--- src/rtl/pool1_max2x2.sv ---
// pool1_max2x2: 2x2 stride-2 pooling stage that sits after the first convolution.
// Consumes a valid-qualified IN_ROWS x IN_COLS raster (row-major) and emits an
// (IN_ROWS/2) x (IN_COLS/2) raster with one-cycle valid strobes.
// A single line buffer of IN_COLS/2 entries holds the horizontal results of the
// even row until the odd row completes each window.
// Build option: define POOL1_AVG_EN for average pooling (truncating); the default
// build performs unsigned max pooling.
module pool1_max2x2 #(
    parameter int DATA_W  = 32,
    parameter int IN_COLS = 24,
    parameter int IN_ROWS = 24
) (
    input  logic              clk,
    input  logic              rst_n,
    input  logic [DATA_W-1:0] pool_data_in,
    input  logic              pool_data_in_valid,
    input  logic              img_in_en,
    output logic [DATA_W-1:0] pool_data_out,
    output logic              pool_data_out_valid,
    output logic              frame_done
);

    localparam int COL_W   = $clog2(IN_COLS);
    localparam int ROW_W   = $clog2(IN_ROWS);
    localparam int HALF    = IN_COLS / 2;
    localparam int IDX_W   = COL_W - 1;

`ifdef POOL1_AVG_EN
    // Horizontal stage keeps the full pair sum so the vertical add cannot overflow.
    localparam int LB_W = DATA_W + 1;

    function automatic logic [LB_W-1:0] horiz_op(input logic [DATA_W-1:0] a,
                                                 input logic [DATA_W-1:0] b);
        return {1'b0, a} + {1'b0, b};
    endfunction

    function automatic logic [DATA_W-1:0] vert_op(input logic [LB_W-1:0] a,
                                                  input logic [LB_W-1:0] b);
        logic [DATA_W+1:0] total;
        total = {1'b0, a} + {1'b0, b};
        return DATA_W'(total >> 2);
    endfunction
`else
    localparam int LB_W = DATA_W;

    function automatic logic [LB_W-1:0] horiz_op(input logic [DATA_W-1:0] a,
                                                 input logic [DATA_W-1:0] b);
        return (a >= b) ? a : b;
    endfunction

    function automatic logic [DATA_W-1:0] vert_op(input logic [LB_W-1:0] a,
                                                  input logic [LB_W-1:0] b);
        return (a >= b) ? a : b;
    endfunction
`endif

    logic [COL_W-1:0]  col_cnt;
    logic [ROW_W-1:0]  row_cnt;
    logic [DATA_W-1:0] pair_reg;
    logic [LB_W-1:0]   line_buf [HALF];

    logic              acc_p0;
    logic              last_col_p0;
    logic              last_row_p0;
    logic [IDX_W-1:0]  lb_idx_p0;
    logic [LB_W-1:0]   h_p0;
    logic [DATA_W-1:0] res_p0;

    logic [DATA_W-1:0] data_p1;
    logic              vld_p1;
    logic              done_p1;

    // Stage p0: accept, position decode and combinational window reduction.
    always_comb begin
        acc_p0      = pool_data_in_valid & img_in_en;
        last_col_p0 = (col_cnt == COL_W'(IN_COLS - 1));
        last_row_p0 = (row_cnt == ROW_W'(IN_ROWS - 1));
        lb_idx_p0   = col_cnt[COL_W-1:1];
        h_p0        = horiz_op(pair_reg, pool_data_in);
        res_p0      = vert_op(h_p0, line_buf[lb_idx_p0]);
    end

    // Position counters and the even-column pair register.
    always_ff @(posedge clk) begin
        if (!rst_n) begin
            col_cnt  <= '0;
            row_cnt  <= '0;
            pair_reg <= '0;
        end else if (!img_in_en) begin
            col_cnt <= '0;
            row_cnt <= '0;
        end else if (acc_p0) begin
            if (last_col_p0) begin
                col_cnt <= '0;
                row_cnt <= last_row_p0 ? '0 : row_cnt + 1'b1;
            end else begin
                col_cnt <= col_cnt + 1'b1;
            end
            if (!col_cnt[0]) begin
                pair_reg <= pool_data_in;
            end
        end
    end

    // Line buffer: even rows park their horizontal result; never read before written.
    always_ff @(posedge clk) begin
        if (acc_p0 && col_cnt[0] && !row_cnt[0]) begin
            line_buf[lb_idx_p0] <= h_p0;
        end
    end

    // Stage p1: register the completed window; valid and frame_done are one-cycle strobes.
    always_ff @(posedge clk) begin
        if (!rst_n) begin
            data_p1 <= '0;
            vld_p1  <= 1'b0;
            done_p1 <= 1'b0;
        end else begin
            vld_p1  <= 1'b0;
            done_p1 <= 1'b0;
            if (acc_p0 && col_cnt[0] && row_cnt[0]) begin
                data_p1 <= res_p0;
                vld_p1  <= 1'b1;
                done_p1 <= last_col_p0 & last_row_p0;
            end
        end
    end

    assign pool_data_out       = data_p1;
    assign pool_data_out_valid = vld_p1;
    assign frame_done          = done_p1;

endmodule

--- config.mk ---
export PLATFORM = sky130hd
export DESIGN_NAME = pool1_max2x2
export DESIGN_NICKNAME = d
export VERILOG_FILES = /design/src/rtl/pool1_max2x2.sv
export SDC_FILE = /design/constraint.sdc
export NUM_CORES = 1
export LEC_CHECK = 0
export BUFFER_PORTS_ARGS = -buffer_cell sky130_fd_sc_hd__buf_4
export CAP_MARGIN = 20
export CORE_MARGIN = 5
export CORE_UTILIZATION = 45
export CTS_BUF_LIST = sky130_fd_sc_hd__clkbuf_2
export DETAILED_ROUTE_END_ITERATION = 8
export PLACE_DENSITY_LB_ADDON = 0.08
export SYNTH_ARGS = -nofsm -noshare
export SYNTH_HDL_FRONTEND = slang
export SYNTH_SLANG_ARGS = --single-unit
export TNS_END_PERCENT = 50
--- constraint.sdc ---
create_clock -name clk -period 4.2 [get_ports clk]
set_input_delay 0.21 -clock clk [delete_from_list [all_inputs] [get_ports clk]]
set_output_delay 0.21 -clock clk [all_outputs]
set_load 0.03 [all_outputs]
Yosys cells after proc, flatten, opt, wreduce, memory -nomap -nowiden --
Memory sizes are Yosys's and may differ from the RTL's. A register that Yosys moved wholly into a read port is not among the register bits. Index checks and enable logic that the tools add are counted.
Word-level totals: memories kept 1, input bits 36, bits in writable memories 384, register bits after elaboration 76
Memory list:
- line_buf | words 12, bits a word 32, read ports 1, clocked after memory_dff 1, write ports 1, line 60 | logic [LB_W-1:0] line_buf [HALF];
Cells by class: mux-type cells 9, equal/unequal tests 2, magnitude comparators 2, bitwise operators 3, reductions and logical operators 8, add/subtract/negate cells 2
Operators with widths (count):
- >= comparator 32 bit | 2
- two-way mux 32 bit | 2
- adder 5 x 1 -> 5 bit (second input constant) | 2
- equality test 5 bit (second input constant) | 2
- two-way mux 5 bit | 2
- two-way mux 4 bit | 2
- AND reduction 2 bit | 3
- logical AND 1 bit | 3
- two-way mux 1 bit | 3
- AND reduction 3 bit | 1
- bitwise AND 1 bit | 2
- logical NOT 1 bit | 1
- NOT 1 bit | 1

Depth between registers and ports, before layout --
depth in word-level cells 5, mapped depth 19, depth with buffers taken out 17

Worst setup path before layout --
No wires, ideal clock.
path kind flip-flop to flip-flop, start point register pair_reg[11], end point register data_p1[10] (netlist: pool_data_out[10]), setup time 122 ps, arrival 3855 ps, stages on the path, launching flop included 19, data required time 4078 ps, setup slack 223 ps, cell sequence dfxtp_1 -> ha_1 -> a21oi_2 -> o21ai_1 -> a221o_1 -> o311ai_1 -> nand2_2 -> buf_6 -> mux2i_1 -> inv_1 -> ha_1 -> a41oi_1 -> o211ai_1 -> a2111oi_1 -> a311oi_1 -> a21oi_2 -> nand2b_4 -> buf_2 -> o21ai_1
On the way: word-level cells in the longest chain between the ends 4
Ends and longest elaborated chain:
- start: declaration | line 59 | logic [DATA_W-1:0] pair_reg;
- start signal: assignment | line 100 | pair_reg <= pool_data_in;
- >= comparator 32 bit | line 48 | return (a >= b) ? a : b;
- two-way mux 32 bit | line 48
- named net h_p0[14] | line 66 | logic [LB_W-1:0] h_p0;
- >= comparator 32 bit | line 53 | return (a >= b) ? a : b;
- two-way mux 32 bit | line 53
- end signal: assignment | line 122 | data_p1 <= res_p0;
- end: declaration | line 69 | logic [DATA_W-1:0] data_p1;
The timed path passes the listed nets, and every way through them passes these cells. A chain may end at the register's enable or synchronous reset.

Worst setup path after layout --
start point register pair_reg[13], end point memory line_buf[6][20] in the netlist's numbering (data pin)
On the way: word-level cells in the longest chain between the ends 2
Ends and longest elaborated chain (line):
- >= comparator 32 bit | 48
- two-way mux 32 bit | 48
- named net h_p0[20] | 66
- end: declaration | 60
The timed path passes the listed nets, and every way through them passes these cells.

==> out/qor_table.md <==
| Stage | Parameter | Value |
|---|---|---|
| sta | Relative slew slack | 0.323 |
| finish | Layout cells sized above 1 | 0.379 |
| floorplanning | Width of the die | 218 um |
| sta | Period minus WS final | 4360 ps |
| grt | Largest net degree at the start of global routing | 65 |
| clocking | Clock slew at reported path FFs | 110 ps |
| clocking | Clock Sink Count | 464 |
| routing | Met3 routed WL | 3260 um |
| worst setup path | Worst setup path endpoint | line_buf[6][20] |
| sta | Portion of the clock cycle consumed by the worst path in the final layout | 1.04 |
| synth | Number of library cell types mapped by synthesis | 52 |
| worst setup path | Data arrival at the endpoint of the critical path | 5170 ps |
| pwr | Pwr per Cell Area | 349 mW/mm^2 |
| worst setup path | Crit path largest cell delay | 360 ps |
| place | Total of buffers placed on input and output ports | 69 |
| pwr | Clock share of power | 0.339 |
| pwr | Part of the power in registers | 0.576 |
| synth | Synth warn | 0 |
| synth | Most area-hungry cell type in the Yosys netlist | edfxtp_1 |
| routing | Final routed wire length divided by cell count | 22.6 um |
| place | HPWL Detailed | 30500 um |
| place | DP Worst Slack | -417 ps |
| synth | Fraction of the yosys area taken by sequential cells | 0.673 |
| synth | Library cell with the highest instance count after synthesis | edfxtp_1 |
| worst setup path | Nature of the critical path endpoint | flop |
| finish | Largest register FFs | 384 |
| routing | Residual DRC | 0 |
| worst setup path | Critical path startpoint | pair_reg[13] |
| synth | Area share of the largest cell type after synthesis | 0.591 |
| job | Maxcap violations | 0 |
| worst setup path | Worst Reg-to-Reg Cells | 26 |
| clocking | CTS tree | done |
| clocking | Max clock buf depth | 3 |
| pwr | Switching power | 2.17 mW |
| sta | Final setup margin | -157 ps |
| floorplanning | Initial Util | 0.454 |
| floorplanning | Total die area | 0.0476 sq mm |
| worst setup path | Critical R2R Launch | pair_reg[13] |
| synth | Most instantiated cells after synthesis | edfxtp_1, nand2_1, inv_1 |
| synth | Number of register bits inferred by synthesis | 464 |
| synth | Post-synthesis average cell area | 15.9 sq um |
| sta | Final Setup Violations | 48 |
| hold path | Class of the tightest hold or removal check | input port to flop |
| pwr | Part of the power in combinational logic | 0.086 |
| pwr | Peak supply drop | 214 uV |
| worst setup path | R2R setup slack | -160 ps |
| routing | First-pass iteration count of the detailed router | 5 |
| floorplanning | Area of the core region | 0.0430 sq mm |
| finish | Number of nets in the layout | 1750 |
| worst setup path | Most frequent CP cell | buf_4 |
| routing | Highest layer used for signal routing | met4 |
| finish | Non-filler instance count after layout | 2323 |
| sta | Unrepaired setup endpoints after global routing | true |
| pwr | Switching share of total power | 0.248 |
| routing | Antenna-violating nets left | 0 |
| status | Outcome | finished with violations |
| grt | Global-route wire length before repair | 78300 um |
| worst setup path | Endpoint of the worst-slack reg-to-reg timing path | line_buf[6][20] |
| place | Placed cells | 1963 |
| grt | Overflow left after global routing | 0 |
| clocking | Number of H-tree branching levels | 3 |
| worst setup path | Setup Crit Path Kind | flop to flop |
| floorplanning | Vertical die dimension | 218 um |
| worst setup path | Critical Path Source Type | flop |
| floorplanning | Total number of placement rows | 76 |
| clocking | Source-to-sink clock delay at the later pin of the worst-skew pair | 1080 ps |
| worst setup path | Slowest cell on crit path | dfxtp_2 |
| place | GPL Wtd Cong | 0.820 |
| floorplanning | Top-level port count | 70 |
| sta | Max-slew violation count | 0 |
| synth | Async set or reset register ratio after synthesis | 0 |
| finish | Area added between synthesis and finish | 28.6% |
| synth | Gate count of the mapped netlist | 1226 |
| routing | Via count | 12400 |
| status | Failing checks | negative setup slack |
| pwr | Int Power | 6.58 mW |
| synth | Combined area of all synthesized cells | 0.0195 sq mm |
| sta | Setup clock skew after layout | 59.4 ps |
| synth | Number of flops mapped to enable cells by yosys | 384 |
| routing | Starting DRT DRC Count | 886 |
| routing | Met1 WL | 23100 um |
| finish | Fillers | 3475 |
| clocking | Total clock buffers created by CTS | 115 |
| synth | Synth top area cells | edfxtp_1, mux4_2, dfxtp_1, ha_1, mux2i_1 |
| pwr | LEAKAGE | 9.14 nW |
| sta | Hold Violations, Final | 0 |
| routing | Met2 routed WL | 25200 um |
| grt | Number of global-route vias before repair | 13000 |
| routing | Via/cell ratio | 5.33 |
| grt | Total track usage | 0.222 |
| clocking | Root buffer selected by CTS | clkbuf_2 |
| worst setup path | Maximum fanout count along the critical path | 12 |
| sta | F_max | 229 MHz |
| sta | Measured slew at the worst slew-check pin | 1020 ps |
| synth | Dominant synthesized flop cell | edfxtp_1 |
| grt | Number of antenna violations at the first check in global routing | 2 |
| synth | Post-Syn Nets | 1328 |
| worst setup path | Required arrival time at the worst endpoint | 5010 ps |
| routing | Post-detailed-routing wire length | 52600 um |
## power by group through the flow
stage	clock network [mW]	logic, mW	registers [mW]
6_report	2.96	0.748	5.04
5_1_grt	3.33	0.812	5.04
4_1_cts	3.08	0.689	5.03
3_5_place_dp	0	0.509	5.14
3_3_place_gp	0	0.505	5.14
2_1_floorplan	0	0.249	5.14
## what timing repair did
action	CTS	global route
gates resized for setup	70	81
endpoints found under the setup margin	32	56
hold endpoints to repair	439	0
cloned	3	0
hold buffers	112	0
pin swaps	28	21
buffers inserted	40	6
## kinds of logic after synthesis
group / Yosys count / synth area share
AO/OA/AOI/OAI: 185 / 0.0627
XOR/XNOR: 4 / 0.00179
adder cells (fa/ha/maj): 66 / 0.0423
buffers and inverters: 159 / 0.0337
flip-flops: 464 / 0.673
multiplexers: 162 / 0.145
AND/OR/NAND/NOR: 186 / 0.0422
## critical path, delay by kind of cell, from the launching register on
| family | cells | cell delay [ps] |
|---|---|---|
| and+or+nand+nor | 3 | 470 |
| adders and majority gates | 1 | 260 |
| muxes | 1 | 240 |
| DFF | 1 | 360 |
| buffers and inverters | 19 | 2270 |
| AOI/OAI and AO/OA | 2 | 470 |
## worst min-delay path by stage
stage,endpoint,depth (start not counted),from,slack (ps)
3_5_place_dp,pair_reg[26],2,pair_reg[26],480
4_1_cts,pool_data_out[24],5,pool_data_in[24],4
3_3_place_gp,pair_reg[26],2,pair_reg[26],470
2_1_floorplan,pair_reg[21],2,pool_data_in[21],350
6_report,pool_data_out[25],5,pool_data_in[25],150
5_1_grt,pool_data_out[28],5,pool_data_in[28],70
## routing by layer
metal	global-route usage	up-vias
met4	0.0724	0
li1	-	5672
met5	0	-
met1	0.307	6257
met2	0.358	389
met3	0.0432	65
## layout make-up
type	instances	area, sq um	area share
flip-flops and latches	464	13200	0.524
clock buffers	178	891	0.0355
diodes	1	2.50	0.0000997
multi-input cells	603	6500	0.259
repair buffers	364	3290	0.131
clock inverters	28	150	0.00598
well taps	585	732	0.0292
inverters	100	378	0.0151
## metrics by stage
| stage | power, mW | util | TNS [ps] | area, sq um | hold slack (ps) |
|---|---|---|---|---|---|
| after floorplan | 5.39 | - | 0 | 19500 | 355 |
| after global placement | 5.64 | 0.508 | -10860 | 21800 | 472 |
| after detailed placement | 5.65 | 0.508 | -12820 | 21800 | 482 |
| after CTS | 8.80 | 0.576 | -1100 | 24700 | 3.66 |
| after global routing | 9.18 | 0.584 | -13140 | 25100 | 66.5 |
| final | 8.75 | 0.584 | -3750 | 25100 | 148 |
## layout by cell type (no fill, tap or decap), drive strengths merged, types with 22 or more instances in the layout
cell type / Yosys / layout
mux2i: 66 / 66
inv: 100 / 100
mux4: 96 / 96
clkbuf: 26 / 178
edfxtp: 384 / 384
o21ai: 71 / 71
a32oi: 32 / 32
nand2: 117 / 117
nor2: 22 / 22
dfxtp: 80 / 80
a21boi: 33 / 33
buf: 33 / 252
clkinv: 0 / 24
ha: 66 / 66
dlygate4sd3: 0 / 112
a21oi: 24 / 24
Note: power is estimated with default switching activity, not from simulation.
